[config.mk]
export PLATFORM = sky130hd
export DESIGN_NAME = ysyx_24110006_ifu
export DESIGN_NICKNAME = d
export VERILOG_FILES = /design/src/rtl/ysyx_24110006_ifu.sv
export SDC_FILE = /design/constraint.sdc
export NUM_CORES = 1
export LEC_CHECK = 0
export CAP_MARGIN = 25
export CORE_UTILIZATION = 48
export DETAILED_ROUTE_END_ITERATION = 7
export PLACE_DENSITY = 0.82
export REMOVE_ABC_BUFFERS = 1
export SETUP_SLACK_MARGIN = 0.05
export SLEW_MARGIN = 20
export SYNTH_ARGS = -nofsm -noshare
export SYNTH_HDL_FRONTEND = slang
export SYNTH_SLANG_ARGS = --single-unit
[constraint.sdc]
create_clock -name i_clock -period 4.1 [get_ports i_clock]
set_input_delay 0.82 -clock i_clock [delete_from_list [all_inputs] [get_ports i_clock]]
set_output_delay 0.82 -clock i_clock [all_outputs]
set_load 0.1 [all_outputs]
[src/rtl/ysyx_24110006_ifu.sv]
// ysyx_24110006_ifu: single-outstanding instruction fetch unit with flush/redirect,
// stale-response dropping and misaligned-target exception packets.
module ysyx_24110006_ifu #(
    parameter logic [31:0] RESET_PC = 32'h8000_0000
) (
    input  logic        i_clock,
    input  logic        i_reset,
    output logic        o_mem_req_valid,
    input  logic        i_mem_req_ready,
    output logic [31:0] o_mem_addr,
    input  logic        i_mem_resp_valid,
    input  logic [31:0] i_mem_rdata,
    input  logic        i_mem_resp_err,
    input  logic        i_flush,
    input  logic [31:0] i_redirect_pc,
    output logic        o_valid,
    input  logic        i_ready,
    output logic [31:0] o_inst,
    output logic [31:0] o_imm,
    output logic [31:0] o_pc,
    output logic        o_exception,
    output logic [3:0]  o_mcause
);
    typedef enum logic [1:0] {IDLE, REQ, WAIT, HOLD} state_t;
    state_t      state, state_n;
    logic [31:0] pc, pc_n, inst_n, pc_o_n, exc_pc;
    logic        drop, drop_n, valid_n, exc_n, req_fire, exc_now;
    logic [3:0]  cause_n;
    logic [4:0]  op;
    logic        i_type, s_type, b_type, u_type, j_type;
    assign o_mem_req_valid = !i_reset && state == REQ && !drop && pc[1:0] == 2'b00;
    assign o_mem_addr      = {pc[31:2], 2'b00};
    assign req_fire        = o_mem_req_valid && i_mem_req_ready;
    // A misaligned target (fresh redirect, or pc+4 after such a packet) never reaches the bus
    assign exc_pc          = i_flush ? i_redirect_pc : pc;
    assign exc_now         = (i_flush || state == REQ) && exc_pc[1:0] != 2'b00;
    always_comb begin
        state_n = state;
        pc_n    = pc;
        valid_n = o_valid;
        inst_n  = o_inst;
        pc_o_n  = o_pc;
        exc_n   = o_exception;
        cause_n = o_mcause;
        drop_n  = (i_flush && ((state == WAIT && !i_mem_resp_valid) || req_fire)) ? 1'b1 :
                  i_mem_resp_valid ? 1'b0 : drop;
        if (exc_now) begin
            inst_n  = 32'h0000_0013;
            pc_o_n  = exc_pc;
            exc_n   = 1'b1;
            cause_n = 4'd0;
            pc_n    = exc_pc + 32'd4;
            valid_n = 1'b1;
            state_n = HOLD;
        end else if (i_flush) begin
            valid_n = 1'b0;
            pc_n    = i_redirect_pc;
            state_n = REQ;
        end else begin
            case (state)
                REQ:  state_n = req_fire ? WAIT : REQ;
                WAIT: if (i_mem_resp_valid) begin
                    inst_n  = i_mem_rdata;
                    pc_o_n  = pc;
                    exc_n   = i_mem_resp_err;
                    cause_n = i_mem_resp_err ? 4'd1 : 4'd0;
                    pc_n    = pc + 32'd4;
                    valid_n = 1'b1;
                    state_n = HOLD;
                end
                HOLD: if (i_ready) begin
                    valid_n = 1'b0;
                    state_n = REQ;
                end
                default: state_n = REQ;
            endcase
        end
    end
    always_ff @(posedge i_clock) begin
        if (i_reset) begin
            state       <= REQ;
            pc          <= RESET_PC;
            drop        <= 1'b0;
            o_valid     <= 1'b0;
            o_inst      <= '0;
            o_pc        <= '0;
            o_exception <= 1'b0;
            o_mcause    <= '0;
        end else begin
            state       <= state_n;
            pc          <= pc_n;
            drop        <= drop_n;
            o_valid     <= valid_n;
            o_inst      <= inst_n;
            o_pc        <= pc_o_n;
            o_exception <= exc_n;
            o_mcause    <= cause_n;
        end
    end
    assign op     = o_inst[6:2];
    assign i_type = op == 5'b00000 || op == 5'b00100 || op == 5'b11001 || op == 5'b11100;
    assign s_type = op == 5'b01000;
    assign b_type = op == 5'b11000;
    assign u_type = op == 5'b01101 || op == 5'b00101;
    assign j_type = op == 5'b11011;
    assign o_imm  = i_type ? {{20{o_inst[31]}}, o_inst[31:20]} :
                    s_type ? {{20{o_inst[31]}}, o_inst[31:25], o_inst[11:7]} :
                    b_type ? {{19{o_inst[31]}}, o_inst[31], o_inst[7], o_inst[30:25], o_inst[11:8], 1'b0} :
                    u_type ? {o_inst[31:12], 12'b0} :
                    j_type ? {{11{o_inst[31]}}, o_inst[31], o_inst[19:12], o_inst[20], o_inst[30:21], 1'b0} :
                    32'd0;
endmodule

==> out/qor.yml <==
floorplan:
  ioPinCount: 206
  rows: 43
  die-area_sq_mm: 0.0146
  die_y_um: 121
  start_util: 0.489
  die_w_um: 121
  placeableCoreArea_sq_mm: 0.0138
global_routing:
  antenna_found_initial: 0
  grt_usage: 0.299
  gr-usage-met2: 0.498
  first_global_vias: 6620
  grt_first_pass_wirelength_mm: 34.5
  grtUsageMet3: 0.0557
  overflow: 0
  grt_start_max_net_pins: 35
  met1_usage: 0.380
  busiest_layer: "met2"
cts:
  cts_tree: "done"
  numClockSinks: 102
  cts_buffers: 9
  clk_pin_slew_ns: 0.07
  cts_setup_buffers: 0
  postCtsResizedCells: 0
  cts_root_buffer: "clkbuf_16"
  htreeDepth: 3
  clk_latency_ns: 0.36
  clockBufferDepth: 2
  cts_hold_buf: 0
status:
  status: "complete, no violations"
final_layout:
  multi_input_area_sq_mm: 0.00416
  n_fill_cell: 1249
  layout-drive-gt1-share: 0.103
  syn_to_final_growth_pct: 31.2
  nets: 1113
  fin_util: 0.642
  seq_area_sq_mm: 0.00204
  antenna_cells: 0
  instances_no_fill: 1222
setup_path:
  end_kind: "output pin"
  startpoint_type: "register"
  worstPathArrival_ns: 2.60
  criticalPathCategory: "register to output pin"
  cpPeakStageDelay_ns: 0.55
  cp_cell_sequence: "or2_2 -> o21ai_0 -> and2_1 -> a21o_1 -> buf_4"
  path_max_fanout: 11
  reg2reg_from: "pc[5]$_SDFFE_PP0P_"
  critPathSlowestCell: "o21ai_0"
  required_ns: 3.28
  reg2reg_depth: 6
  crit_start: "o_inst[2]$_SDFFE_PP0P_"
job:
  cap_violations: 0
yosys:
  ys_warn_count: 0
  synth.cell_area_sq_mm: 0.00676
  synth_top_area_frac: 0.302
  synth-edff-count: 0
  ys_top_cells_by_area: "dfxtp_1 (30%), nand2_1 (8.8%), a21oi_1 (4.5%)"
  synth_flop_cell: "dfxtp_1"
  synth_top_family_by_area: "simple AND/OR/NAND/NOR gates"
  postSynthCellCount: 904
  synth-compound-area-share: 0.219
  yosysSeqAreaShare: 0.302
  synth-seq-cells: 102
  synth.area.mux_share: 0.0529
  synth_area_per_cell_sq_um: 7.48
  synth-xor-area-share: 0.0531
  async_reset_ff_frac: 0
  synthDistinctLibCells: 67
  synthSimpleGateAreaFrac: 0.275
  synth_fa_ha_area_frac: 0.00925
  synth_area_leader_cell: "dfxtp_1"
route:
  drt_pre_antenna_iters: 5
  ant_nets: 0
  routed_wl_mm: 22.1
  dr_total_vias: 7321
  route.detailed.wl_per_inst_um: 18.1
  via_per_inst: 5.99
  drc: 0
  first_iter_violations: 522
sta:
  fin_crit_ns: 3.42
  final-hold-violation-count: 0
  relSlewSlack: 0.250
  postLayoutSetupSlackWorst_ns: 0.683
  max_freq_mhz: 293
  tightest_slew_ns: 1.11
  finalSetupTns_ns: 0
  setup_violations: 0
  drv_slew: 0
  finalCritPeriodShare: 0.833
  whs_ns: 0.462
  rsz0062_at_grt: "false"
  fin_skew_ns: 0.0102
placed_design:
  place_ws_ns: 0.632
  gp_congestion: 0.960
  port_buffers: 200
  dp_cells: 1206
  dp_hpwl_mm: 15.9
power_and_ir_drop:
  seq_power_share: 0.361
  swShare: 0.399
  p_switching_w: 0.00127
  power_density_mw_per_mm2: 360
  leakagePower_nw: 3.32
  p_int_w: 0.00192
  p_comb_frac: 0.340
  peakVddDrop_mv: 0.217
  clockPowerShare: 0.299
hold_path:
  holdPathStages: 2
  min_path_type: "register to register"
  min_from: "o_mcause[0]$_SDFFE_PP0P_"
==> power by group through the flow <==
stage | clock [W] | combinational [W] | sequential (W)
floorplan | 0 | 0.000289 | 0.00161
global placement | 0 | 0.00107 | 0.00117
detailed placement | 0 | 0.00108 | 0.00117
CTS | 0.000964 | 0.00108 | 0.00115
global route | 0.00102 | 0.00113 | 0.00116
finish | 0.000954 | 0.00108 | 0.00115
==> logic make-up after synthesis <==
logic type,Yosys count
simple gates,388
compound gates,218
buf+inv,115
flops,102
xor+xnor,41
mux,34
fa+ha+maj,5
other cells,1
==> area by class of cell <==
class	count	area share
inverters	10	0.00423
multi-input cells	691	0.469
repair buffers	223	0.235
clock inverters	6	0.00959
well taps	180	0.0254
clock buffers	10	0.0269
flip-flops and latches	102	0.230
==> Yosys cell counts (4+ instances only) <==
cell type	instances
dfxtp_1	102
a211oi_1	20
nor2_1	74
nor4_1	5
o21ai_1	5
o22ai_1	4
nand3b_1	7
a21oi_1	61
xor2_1	14
a311oi_1	13
mux2_2	14
nand3_1	43
o21a_1	4
o21ai_0	25
o221ai_1	12
o211ai_1	5
a221oi_1	4
buf_1	6
a21o_1	24
inv_1	9
ha_1	5
nand4_1	24
nor3_1	12
xnor2_1	27
nand2_1	159
mux2i_1	20
or3_1	5
and2_1	12
clkbuf_1	51
buf_2	9
a31oi_1	11
buf_4	36
nand4b_1	10
and3_1	20
==> final timing paths <==
path | to | slack, ns
max | o_imm[21] | 0.68
min | o_mcause[0]$_SDFFE_PP0P_ | 0.46
max reg2reg | pc[29]$_SDFFE_PP0P_ | 1.28
min reg2reg | o_mcause[0]$_SDFFE_PP0P_ | 0.46
==> layer usage <==
metal | wire length (um) | share of wire
met3 | 2050 | 0.093
met1 | 9140 | 0.41
met4 | 559 | 0.025
met2 | 10400 | 0.47
met5 | 0 | 0
==> sequential cells by signal (all words and copies together), names as in the netlist <==
| signal | flops |
|---|---|
| drop | 1 |
| o_inst | 32 |
| o_exception | 1 |
| o_valid | 1 |
| o_pc | 32 |
| o_mcause | 1 |
| pc | 32 |
| state | 2 |
==> critical path: cells and delay by family, from the launching register on <==
kind / cells / cell delay, ns
AO/OA/AOI/OAI: 2 / 0.71
buffers and inverters: 1 / 0.29
flip-flops: 1 / 0.40
AND/OR/NAND/NOR: 2 / 0.83
==> through the flow <==
step / area [sq um] / total power, W
after global routing: 8870 / 0.00331
after CTS: 8870 / 0.00320
after global placement: 8550 / 0.00224
final: 8870 / 0.00319
after floorplan: 6220 / 0.00190
after detailed placement: 8550 / 0.00225
==> cells in the final DEF, fill, tap and decap left out, types with 4 or more instances in the layout <==
cell type,n
clkdlybuf4s50_1,165
nand2_1,158
dfxtp_1,102
nor2_1,73
a21oi_1,60
buf_4,56
nand3_1,43
xnor2_1,27
o21ai_0,25
nand4_1,24
a21o_1,24
and3_1,20
mux2i_1,20
a211oi_1,20
xor2_1,14
mux2_2,14
a311oi_1,13
nor3_1,12
and2_1,12
o221ai_1,12
a31oi_1,11
nand4b_1,10
inv_1,9
clkbuf_16,9
nand3b_1,7
nor4_1,5
or3_1,5
o211ai_1,5
ha_1,5
conb_1,5
a221oi_1,4
o21ai_1,4
o21a_1,4
o22ai_1,4
(Power assumes the default switching activity.)
